File: src/rtl/msp430_pkg.sv
// rtl/msp430_pkg.sv - shared encodings for the register write-back sequencer
package msp430_pkg;

   // Write-back data source select
   localparam logic [1:0] MD_ALU = 2'd0;
   localparam logic [1:0] MD_MDB = 2'd1;
   localparam logic [1:0] MD_INC = 2'd2;
   localparam logic [1:0] MD_ILL = 2'd3;

   // Sequencer states: WRITE carries the destination write, INC the pointer bump
   typedef enum logic [1:0] {
      IDLE  = 2'd0,
      WRITE = 2'd1,
      INC   = 2'd2
   } wb_state_t;

endpackage

File: src/rtl/wb_src_mux.sv
// rtl/wb_src_mux.sv - write-back data select, byte masking and auto-increment step
module wb_src_mux
   import msp430_pkg::*;
#(
   parameter int DATA_W    = 16,
   parameter int REG_AW    = 4,
   parameter int WORD_REGS = 2
) (
   input  logic [1:0]        md,
   input  logic              bw,
   input  logic [REG_AW-1:0] src,
   input  logic [DATA_W-1:0] f_out,
   input  logic [DATA_W-1:0] mdb_out,
   input  logic [DATA_W-1:0] sout,
   output logic [DATA_W-1:0] data,
   output logic [DATA_W-1:0] step
);

   localparam logic [REG_AW-1:0] WORD_LIM = REG_AW'(WORD_REGS);

   logic [DATA_W-1:0] sel;
   logic              hi_clr;

   // PC/SP keep word alignment, so they always step by 2 even for byte ops
   assign step = (!bw || (src < WORD_LIM)) ? DATA_W'(2) : DATA_W'(1);

   // Pick the raw write data; the increment path wraps naturally at DATA_W bits
   always_comb begin
      sel = '0;
      case (md)
         MD_ALU:  sel = f_out;
         MD_MDB:  sel = mdb_out;
         MD_INC:  sel = sout + step;
         default: sel = '0;
      endcase
   end

   // Byte ops clear the upper bits of ALU/bus data; pointer increments are never masked
   assign hi_clr = bw && ((md == MD_ALU) || (md == MD_MDB));
   assign data   = hi_clr ? {{(DATA_W-8){1'b0}}, sel[7:0]} : sel;

endmodule

File: src/rtl/reg_writeback_seq.sv
// rtl/reg_writeback_seq.sv - register file write-back sequencer with @Rn+ serialisation
module reg_writeback_seq
   import msp430_pkg::*;
#(
   parameter int DATA_W    = 16,
   parameter int REG_AW    = 4,
   parameter int WORD_REGS = 2
) (
   input  logic              clk,
   input  logic              rst_n,
   input  logic              wb_valid,
   output logic              wb_ready,
   input  logic [1:0]        wb_md,
   input  logic              wb_autoinc,
   input  logic              wb_bw,
   input  logic [REG_AW-1:0] wb_dst,
   input  logic [REG_AW-1:0] wb_src,
   input  logic [DATA_W-1:0] f_out,
   input  logic [DATA_W-1:0] mdb_out,
   input  logic [DATA_W-1:0] sout,
   output logic              rf_we,
   output logic [REG_AW-1:0] rf_waddr,
   output logic [DATA_W-1:0] rf_din,
   output logic              md_done,
   output logic              wb_err
);

   wb_state_t         state_q, state_d;
   logic              we_q, we_d;
   logic [REG_AW-1:0] waddr_q, waddr_d;
   logic [DATA_W-1:0] din_q, din_d;
   logic              done_q, done_d;
   logic              err_q, err_d;
   logic              inc_pend_q, inc_pend_d;
   logic [REG_AW-1:0] src_q, src_d;
   logic [DATA_W-1:0] inc_sum_q, inc_sum_d;

   logic [DATA_W-1:0] mux_data;
   logic [DATA_W-1:0] mux_step;
   logic              need_inc;

   wb_src_mux #(
      .DATA_W    (DATA_W),
      .REG_AW    (REG_AW),
      .WORD_REGS (WORD_REGS)
   ) u_mux (
      .md      (wb_md),
      .bw      (wb_bw),
      .src     (wb_src),
      .f_out   (f_out),
      .mdb_out (mdb_out),
      .sout    (sout),
      .data    (mux_data),
      .step    (mux_step)
   );

   // md=2 is itself the increment, so a second write is only needed for md 0/1
   assign need_inc = wb_autoinc && (wb_md != MD_INC);

   // Next state and next output values; outputs are loaded on the edge entering a state
   always_comb begin
      state_d    = state_q;
      we_d       = 1'b0;
      waddr_d    = waddr_q;
      din_d      = din_q;
      done_d     = 1'b0;
      err_d      = 1'b0;
      inc_pend_d = inc_pend_q;
      src_d      = src_q;
      inc_sum_d  = inc_sum_q;
      case (state_q)
         IDLE: begin
            if (wb_valid) begin
               if (wb_md == MD_ILL) begin
                  err_d = 1'b1;
               end else begin
                  state_d    = WRITE;
                  we_d       = 1'b1;
                  waddr_d    = wb_dst;
                  din_d      = mux_data;
                  done_d     = !need_inc;
                  inc_pend_d = need_inc;
                  src_d      = wb_src;
                  inc_sum_d  = sout + mux_step;
               end
            end
         end
         WRITE: begin
            if (inc_pend_q) begin
               state_d = INC;
               we_d    = 1'b1;
               waddr_d = src_q;
               din_d   = inc_sum_q;
               done_d  = 1'b1;
            end else begin
               state_d = IDLE;
            end
         end
         INC:     state_d = IDLE;
         default: state_d = IDLE;
      endcase
   end

   // State, capture and output registers; reset drops any in-flight request
   always_ff @(posedge clk or negedge rst_n) begin
      if (!rst_n) begin
         state_q    <= IDLE;
         we_q       <= 1'b0;
         waddr_q    <= '0;
         din_q      <= '0;
         done_q     <= 1'b0;
         err_q      <= 1'b0;
         inc_pend_q <= 1'b0;
         src_q      <= '0;
         inc_sum_q  <= '0;
      end else begin
         state_q    <= state_d;
         we_q       <= we_d;
         waddr_q    <= waddr_d;
         din_q      <= din_d;
         done_q     <= done_d;
         err_q      <= err_d;
         inc_pend_q <= inc_pend_d;
         src_q      <= src_d;
         inc_sum_q  <= inc_sum_d;
      end
   end

   assign wb_ready = (state_q == IDLE);
   assign rf_we    = we_q;
   assign rf_waddr = waddr_q;
   assign rf_din   = din_q;
   assign md_done  = done_q;
   assign wb_err   = err_q;

endmodule
File: config.mk
export PLATFORM = sky130hd
export DESIGN_NAME = reg_writeback_seq
export DESIGN_NICKNAME = d
export VERILOG_FILES = /design/src/rtl/msp430_pkg.sv /design/src/rtl/wb_src_mux.sv /design/src/rtl/reg_writeback_seq.sv
export SDC_FILE = /design/constraint.sdc
export NUM_CORES = 1
export LEC_CHECK = 0
export CORE_MARGIN = 3
export CORE_UTILIZATION = 35
export DETAILED_ROUTE_END_ITERATION = 16
export GPL_TIMING_DRIVEN = 0
export PLACE_DENSITY = 0.75
export SYNTH_ARGS = -nofsm -noshare
export SYNTH_HDL_FRONTEND = slang
export SYNTH_SLANG_ARGS = --single-unit
File: constraint.sdc
create_clock -name clk -period 1.9 [get_ports clk]
set_input_delay 0.38 -clock clk [delete_from_list [all_inputs] [get_ports clk]]
set_output_delay 0.38 -clock clk [all_outputs]
set_load 0.005 [all_outputs]
==> summary.md <==
| Metric | Value |
|---|---|
| Outcome | complete, but fails checks |
| Failing checks | setup timing |
| Hold path start | wb_src[2] |
| Post-synth EDFFs | 0 |
| Port Buffers | 84 |
| I/O pin total | 87 |
| Vias | 2532 |
| Setup WS pre-CTS | -1.072 ns |
| Critical path class | in2reg |
| Placer Congestion | 0.8539 |
| First-pass GRT wire length | 12880 um |
| Reg clk slew, reported paths | 0.08 ns |
| Synth Net Count | 344 |
| Ratio of cells with drive above 1 in the final layout | between 20% and 30% |
| Slowest stage cell, crit path | fa_2 |
| Count of different cell masters after synthesis | 57 |
| Hold Crit Endpoint | src_q[2] |
| Synth top area cells | dfrtp_1 44%, nand2_1 8.6%, mux2i_1 5.4%, o21ai_0 4.0%, xnor2_1 3.4% |
| Crit-path max cell delay | approximately 0.38 ns |
| Synth top area share | 44.04% |
| Critical Path Sink Type | register |
| Crit path time final | 2.111 ns |
| TritonCTS clock tree | yes |
| # setup viols final | 12 |
| Detailed-route wire length per cell | approximately 17 um |
| Fmax | 473.8 MHz |
| Starting Density | between 30% and 40% |
| Initial drt markers | 97 |
| Max Cap Violations | 0 |
| H-tree levels | 2 |
| Comb pwr share | 37.9% |
| Clock power frac | 18.3% |
| Max IR drop VDD | between 0.3 and 0.4 mV |
| Power Dens Cells | 767.1 mW/mm^2 |
| Post-synth ARST share | 100.0% |
| Synthesis-to-finish area growth | 54.43% |
| # DRC | 0 |
| Final worst slack | -0.2107 ns |
| Row cnt | 30 |
| Final hold viol count | 0 |
| Fin area | 0.004036 mm^2 |
| Syn_area_per_cell | 9.402 um^2 |
| Crit path required time | about 2.1 ns |
| Leading area contributor after synthesis | dfrtp_1 |
| Final Skew | between 0.004 and 0.005 ns |
| Die area | about 0.0085 mm^2 |
| Switch Pwr | 0.9683 mW |
| Cts bufs inserted | 5 |
| Number of synthesized register bits | 46 |
| Core area | 0.007019 mm^2 |
| Worst Hold Class | in2reg |
| Antenna Diode Count | 0 |
| R2r endpoint | rf_din[10] |
| GRT Util Overall | 19.01% |
| Post-synth design cell area | approximately 0.0026 mm^2 |
| Post-route ant nets | 0 |
| DRT Pass-1 Iters | 4 |
| Clk_lat worst skew | around 0.30 ns |
| Internal | 2.128 mW |
| Worst slew margin | 54.21% |
| CP max FO | 5 |
| Reg2Reg Setup Slack | 0.01 ns |
| Worst EP arrival | approximately 2.3 ns |
| Pleak | roughly 1.7 nW |
| Synth Instances | about 280 |
| Fraction of power spent switching nets | a little under a third |
| Worst-path cell chain | buf_6 -> o31ai_4 -> inv_2 -> fa_2 -> nand2b_4 -> buf_6 -> nor4_4 -> xnor2_2 -> o2111a_1 -> a311oi_2 |
| Post-placement cell area | 0.003646 mm^2 |
| Clock Sinks | 46 |
| Largest net degree at the start of global routing | 33 |
| Initial antenna violation count | 0 |
| R2r worst-path depth | 5 |
| Part of the Yosys area used for sequential elements | 44.04% |
| Vias per cell | about 5.3 |
| RSZ-0062 raised after global routing | true |
| Most used flip-flop cell after synthesis | dfrtp_1 |
| Final #Nets | ~450 |
| WL final | 7996 um |
| Global route overflow | 0 |
| Die W | 92.42 um |
| Final HPWL DP | 5882 um |
| Vias in the first global route | between 2000 and 3000 |
| Worst setup SP type | input pin |
| Fin. max-slew vios | 0 |
| Reg2reg start | state_q[1] |
| Most numerous cell in the Yosys netlist | nand2_1 |
| Clock Path Buffers | 2 |
| Die height | 92.42 um |
| Crit path max-delay family | compound AO/OA/AOI/OAI gates |
| Final Cycle Share | 111.1% |
| Reg power frac | 43.8% |
| Root Buffer | clkbuf_8 |
| Worst Path Buf+Inv | 3 |
| Post-synth top cells | 60 x nand2_1, 46 x dfrtp_1, 21 x o21ai_0, 15 x nor2_1, 14 x mux2i_1 |
| Worst path most repeated cell | buf_6 |
| Final Power | between 3 and 4 mW |
| Worst hold path depth | 3 |
| YS warnings | 0 |
| Worst-margin pin slew | between 0.6 and 0.7 ns |
==> flip-flops by register name, indices dropped and copies added (netlist names) <==
register	flops
wb_err	1
rf_we	1
inc_pend_q	1
rf_waddr	4
src_q	4
state_q	2
rf_din	16
inc_sum_q	16
md_done	1
==> tightest hold or removal path: stages <==
cell and delay [ns]:
buf_6 0.08, nand2_1 0.05, nand2_1 0.05
==> layout by cell type (no fill, tap or decap), types with 3 or more instances in the layout <==
master           count
buf_2                4
nor4_4               3
clkbuf_1             8
o21ai_0             17
nor2_1              13
buf_6                9
inv_2                3
mux2_2               4
clkbuf_8             5
a21oi_4              3
o221a_2              4
dfrtp_1             46
buf_4               10
xnor2_1              7
nand3_1              5
nand2b_1             3
a21oi_1              3
nand2_1             60
mux2i_1             13
o221ai_1             3
clkdlybuf4s50_1     76
o21ai_1             11
a31oi_1              4
==> per-layer routing <==
metal  part of all wire [%]  vias to the layer above  track usage [%]
met5                      0                        -                0
met4                    1.1                        0            5.446
met3                    8.5                       10            5.037
met2                     50                      113            32.93
met1                     40                     1219            23.16
li1                       -                     1190                -
==> power by group through the flow <==
stage | Clock (mW) | Sequential, mW | Combinational [mW]
6_report | 0.567 | 1.36 | 1.17
5_1_grt | 0.598 | 1.38 | 1.30
4_1_cts | 0.577 | 1.35 | 1.13
3_5_place_dp | 0 | 1.37 | 1.08
3_3_place_gp | 0 | 1.36 | 1.05
2_1_floorplan | 0 | 1.36 | 0.472
==> how the worst max path moves through the flow <==
| stage | startpoint | endpoint | slack (ns) | cells after the start |
|---|---|---|---|---|
| global placement | wb_src[3] | rf_din[7] | -1.04 | 8 |
| global route | wb_src[3] | rf_din[12] | -0.27 | 10 |
| finish | wb_src[3] | rf_din[12] | -0.21 | 10 |
| floorplan | wb_src[3] | rf_din[12] | -0.16 | 8 |
| detailed placement | wb_src[3] | rf_din[7] | -1.07 | 8 |
| CTS | wb_src[1] | rf_din[8] | -0.26 | 9 |
==> layout make-up <==
type                            count  area, um^2
Timing Repair Buffer               98       975.9
Sequential cell                    46        1151
Buffer                             16       92.59
Tap cell                           96       120.1
Multi-Input combinational cell    210        1598
Clock buffer                        7       76.32
Inverter                            6       22.52
Fill cell                         616        2983
==> repair_timing <==
| action | 4_1_cts | 5_1_grt |
|---|---|---|
| hold endpoints to repair | 14 | 0 |
| buffers inserted | 8 | 4 |
| setup endpoints to repair | 31 | 40 |
| hold buffers | 1 | 0 |
| pin swaps | 14 | 15 |
| gates resized for setup | 38 | 34 |
==> logic make-up (layout without fill, tap and decap cells) <==
logic type	count (synthesis)	after routing	share of synthesized area, %
AND/OR/NAND/NOR	110	110	21.45
XOR/XNOR	13	13	4.356
buffers and inverters	22	127	3.925
flip-flops	46	46	44.04
AO/OA/AOI/OAI	66	66	17.42
multiplexers	18	18	7.084
adder cells (fa/ha/maj)	3	3	1.723
==> through the flow <==
stage | std cells | util [%] | TNS, ns | hold WS [ns]
5_1_grt | 479 | 57.50 | -2.738 | 0.2955
6_report | 479 | 57.50 | -1.645 | 0.2955
4_1_cts | 475 | 55.22 | -1.450 | 0.2847
3_5_place_dp | 459 | 51.94 | -24.42 | 0.3112
2_1_floorplan | 278 | - | -0.6951 | 0.08441
3_3_place_gp | 458 | 51.73 | -61.31 | 0.4543
Power figures use the tool's default switching activity.
